File: src/rtl/stack_ctrl.sv
// Data-stack controller: cached TOS/NOS registers backed by a synchronous-read RAM,
// serving PUSH / POP / POP2PUSH requests over a req/ack handshake.
module stack_ctrl #(
    parameter int WIDTH = 16,
    parameter int DEPTH = 16,
    localparam int DW = $clog2(DEPTH + 3)
) (
    input  logic             clk,
    input  logic             rst_n,
    input  logic             req,
    input  logic [1:0]       cmd,
    input  logic [WIDTH-1:0] wdata,
    output logic             ack,
    output logic             err,
    output logic [WIDTH-1:0] rdata,
    output logic [WIDTH-1:0] tos,
    output logic [WIDTH-1:0] nos,
    output logic [DW-1:0]    depth,
    output logic             empty,
    output logic             full
);
    localparam int AW = $clog2(DEPTH);
    localparam logic [1:0] CMD_PUSH = 2'b01;
    localparam logic [1:0] CMD_POP  = 2'b10;
    localparam logic [1:0] CMD_P2P  = 2'b11;
    localparam logic [DW-1:0] FULL_DEPTH = DW'(DEPTH + 2);

    typedef enum logic [1:0] {IDLE, FILL, DONE} state_t;

    state_t           state;
    state_t           state_next;
    logic             accept;
    logic             fault;
    logic             refill;
    logic             spill;
    logic [AW-1:0]    spill_addr;
    logic [AW-1:0]    fill_addr;
    logic [WIDTH-1:0] ram_q;
    logic [WIDTH-1:0] mem [DEPTH];

    assign empty = (depth == '0);
    assign full  = (depth == FULL_DEPTH);
    assign ack   = (state == DONE);

    // sp = depth-2 is the next spill slot; the element just below NOS lives at sp-1.
    assign spill_addr = AW'(depth - DW'(2));
    assign fill_addr  = AW'(depth - DW'(3));

    always_comb begin
        state_next = state;
        accept     = (state == IDLE) && req;
        fault      = 1'b0;
        refill     = 1'b0;
        spill      = 1'b0;
        case (cmd)
            CMD_PUSH: fault = full;
            CMD_POP:  fault = empty;
            CMD_P2P:  fault = (depth < DW'(2));
            default:  fault = 1'b0;
        endcase
        if (accept && !fault) begin
            refill = ((cmd == CMD_POP) || (cmd == CMD_P2P)) && (depth >= DW'(3));
            spill  = (cmd == CMD_PUSH) && (depth >= DW'(2));
        end
        case (state)
            IDLE:    if (req) state_next = refill ? FILL : DONE;
            FILL:    state_next = DONE;
            DONE:    state_next = IDLE;
            default: state_next = IDLE;
        endcase
    end

    always_ff @(posedge clk) begin
        if (!rst_n) state <= IDLE;
        else        state <= state_next;
    end

    always_ff @(posedge clk) begin
        if (!rst_n) begin
            tos   <= '0;
            nos   <= '0;
            rdata <= '0;
            depth <= '0;
            err   <= 1'b0;
        end else if (accept) begin
            err <= fault;
            if (!fault) begin
                case (cmd)
                    CMD_PUSH: begin
                        nos   <= tos;
                        tos   <= wdata;
                        depth <= depth + DW'(1);
                    end
                    CMD_POP: begin
                        rdata <= tos;
                        tos   <= nos;
                        depth <= depth - DW'(1);
                        if (!refill) nos <= '0;
                    end
                    CMD_P2P: begin
                        rdata <= tos;
                        tos   <= wdata;
                        depth <= depth - DW'(1);
                        if (!refill) nos <= '0;
                    end
                    default: ;
                endcase
            end
        end else if (state == FILL) begin
            nos <= ram_q;
        end
    end

    // Backing store is never cleared; only words below the live depth are ever read.
    always_ff @(posedge clk) begin
        if (rst_n && spill)  mem[spill_addr] <= nos;
        if (rst_n && refill) ram_q <= mem[fill_addr];
    end
endmodule

File: config.mk
export PLATFORM = sky130hd
export DESIGN_NAME = stack_ctrl
export DESIGN_NICKNAME = d
export VERILOG_FILES = /design/src/rtl/stack_ctrl.sv
export SDC_FILE = /design/constraint.sdc
export NUM_CORES = 1
export LEC_CHECK = 0
export CAP_MARGIN = 25
export CORE_ASPECT_RATIO = 2
export CORE_MARGIN = 2
export CORE_UTILIZATION = 45
export CTS_BUF_LIST = sky130_fd_sc_hd__clkbuf_4 sky130_fd_sc_hd__clkbuf_8
export DETAILED_ROUTE_END_ITERATION = 12
export GPL_TIMING_DRIVEN = 1
export MAX_ROUTING_LAYER = met4
export PLACE_DENSITY_LB_ADDON = 0.2
export SYNTH_ARGS = -nofsm -noshare
export SYNTH_HDL_FRONTEND = slang
export SYNTH_SLANG_ARGS = --single-unit
File: constraint.sdc
create_clock -name clk -period 3.5 [get_ports clk]
set_clock_uncertainty 0.15 [all_clocks]
set_input_delay 0.7 -clock clk [delete_from_list [all_inputs] [get_ports clk]]
set_output_delay 0.7 -clock clk [all_outputs]
set_load 0.05 [all_outputs]
==> flow_summary.json <==
{
  "status": "finished, final reports clean",
  "place_hpwl_um": 19600,
  "reg2reg_depth": 8,
  "yosys_warnings": 0,
  "crit_type": "flop to primary output",
  "viasPerCell": 5.71,
  "syn2layout_area_growth_pct": 18.8,
  "power_density_mw_per_mm2": 580,
  "via_count": 7304,
  "cp_cell_sequence": "ha_1, nand4bb_1, inv_2, clkdlybuf4s50_1",
  "hold_depth": 1,
  "grt_overflow_total": 0,
  "grt_pass1_wl_um": 46600,
  "syn-cell-area_mm2": 0.0133,
  "design.core.area_mm2": 0.0293,
  "dieHeight_um": 247,
  "slowest_delay_ps": 810,
  "clk_pin_slew_ps": 60,
  "reg2reg_from": "depth[1]",
  "syn_inst": 754,
  "clock_latency_ps": 580,
  "drcViolationCount": 0,
  "place_congestion": 0.825,
  "dp.cells": 1196,
  "worst-path-max-fanout": 8,
  "cts_max_path_buffers": 3,
  "cts_tree": "built",
  "ir_worst_vdd_v": 0.000417,
  "cts_setup_buffers": 0,
  "hold_ws_ps": 365,
  "r2r_slack_ps": 380,
  "layout.nets": 913,
  "ys_types": 47,
  "r2r-end": "mem[15][0]",
  "synth.net_count": 785,
  "max_freq_mhz": 301,
  "fp.dieW_um": 125,
  "slew_violations": 0,
  "cts_sinks": 328,
  "grt_antenna_before_repair": 0,
  "cts_made_buffers": 48,
  "avgSynthCellArea_um2": 17.6,
  "detail-route-antenna-nets": 0,
  "endpoint_kind": "primary output",
  "grt_setup_unrepaired": "false",
  "ys_ff_latch": 328,
  "fin_cells": 1280,
  "std_cell_rows": 89,
  "period_needed_ps": 3330,
  "post-route-period-util": 0.951,
  "hold_path_end": "err",
  "grt_pass1_vias": 7571,
  "antenna_cells": 0,
  "htreeDepth": 2,
  "initial_core_util": 0.453,
  "crit_required_ps": 2650,
  "grt_max_degree": 67,
  "holdCritStartpoint": "err",
  "dr.pass1.iters": 5,
  "p_leak_nw": 5.50,
  "layout-drive-gt1-share": 0.250,
  "clockRootBuffer": "clkbuf_8",
  "cp-start-kind": "flop",
  "grt.total_usage": 0.206,
  "arrival_ps": 2480,
  "io_buffers": 77,
  "final_cell_area_mm2": 0.0158,
  "tightest_slew_ps": 860,
  "holdCritPathClass": "flop to flop",
  "crit_path_top_delay_cell": "clkdlybuf4s50_1",
  "place_area_mm2": 0.0148,
  "drt_iter0_drc": 486,
  "setup_viol": 0,
  "ys_seq_area_frac": 0.700,
  "pin_count": 78,
  "dieArea_mm2": 0.0310,
  "slew_headroom": 0.425,
  "wl_um": 31000,
  "finalHoldViolations": 0,
  "drv_cap": 0,
  "routedWlPerCell_um": 24.2
}
[worst max-delay path by stage]
stage             start         end  slack, ps
2_1_floorplan  depth[0]   mem[5][0]       -120
3_3_place_gp     cmd[0]  mem[13][5]        220
3_5_place_dp     cmd[0]  mem[15][5]        110
4_1_cts        depth[1]        full        140
5_1_grt        depth[1]        full         60
6_report       depth[1]        full        170
[cell usage after synthesis (all sizes together)]
library cell,number,share of area
edfxtp,272,0.62
mux4,64,0.11
dfxtp,56,0.084
mux2i,50,0.038
o21ai,35,0.013
nor2b,34,0.016
buf,33,0.014
nand2,26,0.0075
nand3,23,0.0087
a21oi,21,0.0082
and2,19,0.0090
o211a,19,0.014
a211oi,18,0.011
clkbuf,18,0.0051
o221a,16,0.014
ha,9,0.0085
inv,7,0.0020
xnor2,5,0.0039
nand4,4,0.0019
nor2,4,0.0017
nor4,4,0.0019
a21o,2,0.0011
nand2b,2,0.00094
nor3b,2,0.0011
a21bo,1,0.00075
a311o,1,0.00085
a31oi,1,0.00094
fa,1,0.0015
nand3b,1,0.00057
nand4bb,1,0.00085
nor4b,1,0.0018
o211ai,1,0.00094
o21bai,1,0.00057
o41ai,1,0.00066
xor2,1,0.00066
[layout by cell type, fill, tap and decap left out, types with 25 or more instances in the layout]
master,synthesis,routed
buf_4,3,41
clkbuf_8,0,50
clkdlybuf4s50_1,0,75
dfxtp_1,56,55
edfxtp_1,272,272
mux2i_1,50,50
mux4_2,64,64
nand2_1,25,25
nor2b_1,34,34
o21ai_0,34,34
[through the flow]
step / TNS, ps / power, mW / utilization / setup WS, ps
after CTS: 0 / 9.24 / 0.539 / 143
after global placement: 0 / 6.12 / 0.506 / 221
after detailed placement: 0 / 6.14 / 0.506 / 108
after global routing: 0 / 9.46 / 0.539 / 55.5
final: 0 / 9.15 / 0.539 / 173
after floorplan: -4000 / 5.52 / - / -125
[power by group]
| group | switching, mW | internal [mW] |
|---|---|---|
| Combinational | 0.968 | 0.603 |
| Sequential | 0.0736 | 4.39 |
| Clock | 1.44 | 1.68 |
| Total | 2.48 | 6.67 |
[layer usage]
metal,global-route usage,vias to the layer above,routed length (um),share of wire
li1,-,3271,-,-
met1,0.248,3740,12000,0.39
met2,0.346,216,16300,0.53
met3,0.0299,77,1340,0.043
met4,0.0958,0,1370,0.044
met5,-,-,0,0
[final cells by class]
class / count / area [um2]
repair buffers: 129 / 1290
inverters: 7 / 26.3
clock buffers: 62 / 778
multi-input cells: 368 / 3750
clock inverters: 22 / 180
well taps: 364 / 455
fillers: 2350 / 13500
flip-flops and latches: 328 / 9290
[critical path, delay by kind of cell, from the launching register on]
kind | cells | cell delay (ps)
DFF | 1 | 530
buffers and inverters | 2 | 940
and+or+nand+nor | 1 | 190
adders and majority gates | 1 | 250
[registers in the layout, summed over array words and instances, names as in the netlist]
register,count
mem,256
rdata,16
err,1
tos,16
nos,16
ram_q,16
state,2
depth,5
[timing repair]
action,CTS,global route
resized for setup,1,0
hold buffers,0,0
setup endpoints to repair,1,0
[cell families (layout without fill, tap and decap cells)]
kind of cell | count (synthesis) | in the layout | share of synthesized area
AOI/OAI and AO/OA | 117 | 117 | 0.0662
xor gates and xnor gates | 6 | 6 | 0.00452
adders and majority gates | 10 | 10 | 0.00999
buffers and inverters | 58 | 220 | 0.0215
DFF | 328 | 328 | 0.700
muxes | 114 | 114 | 0.146
and+or+nand+nor | 121 | 121 | 0.0519
(Power assumes the default switching activity.)
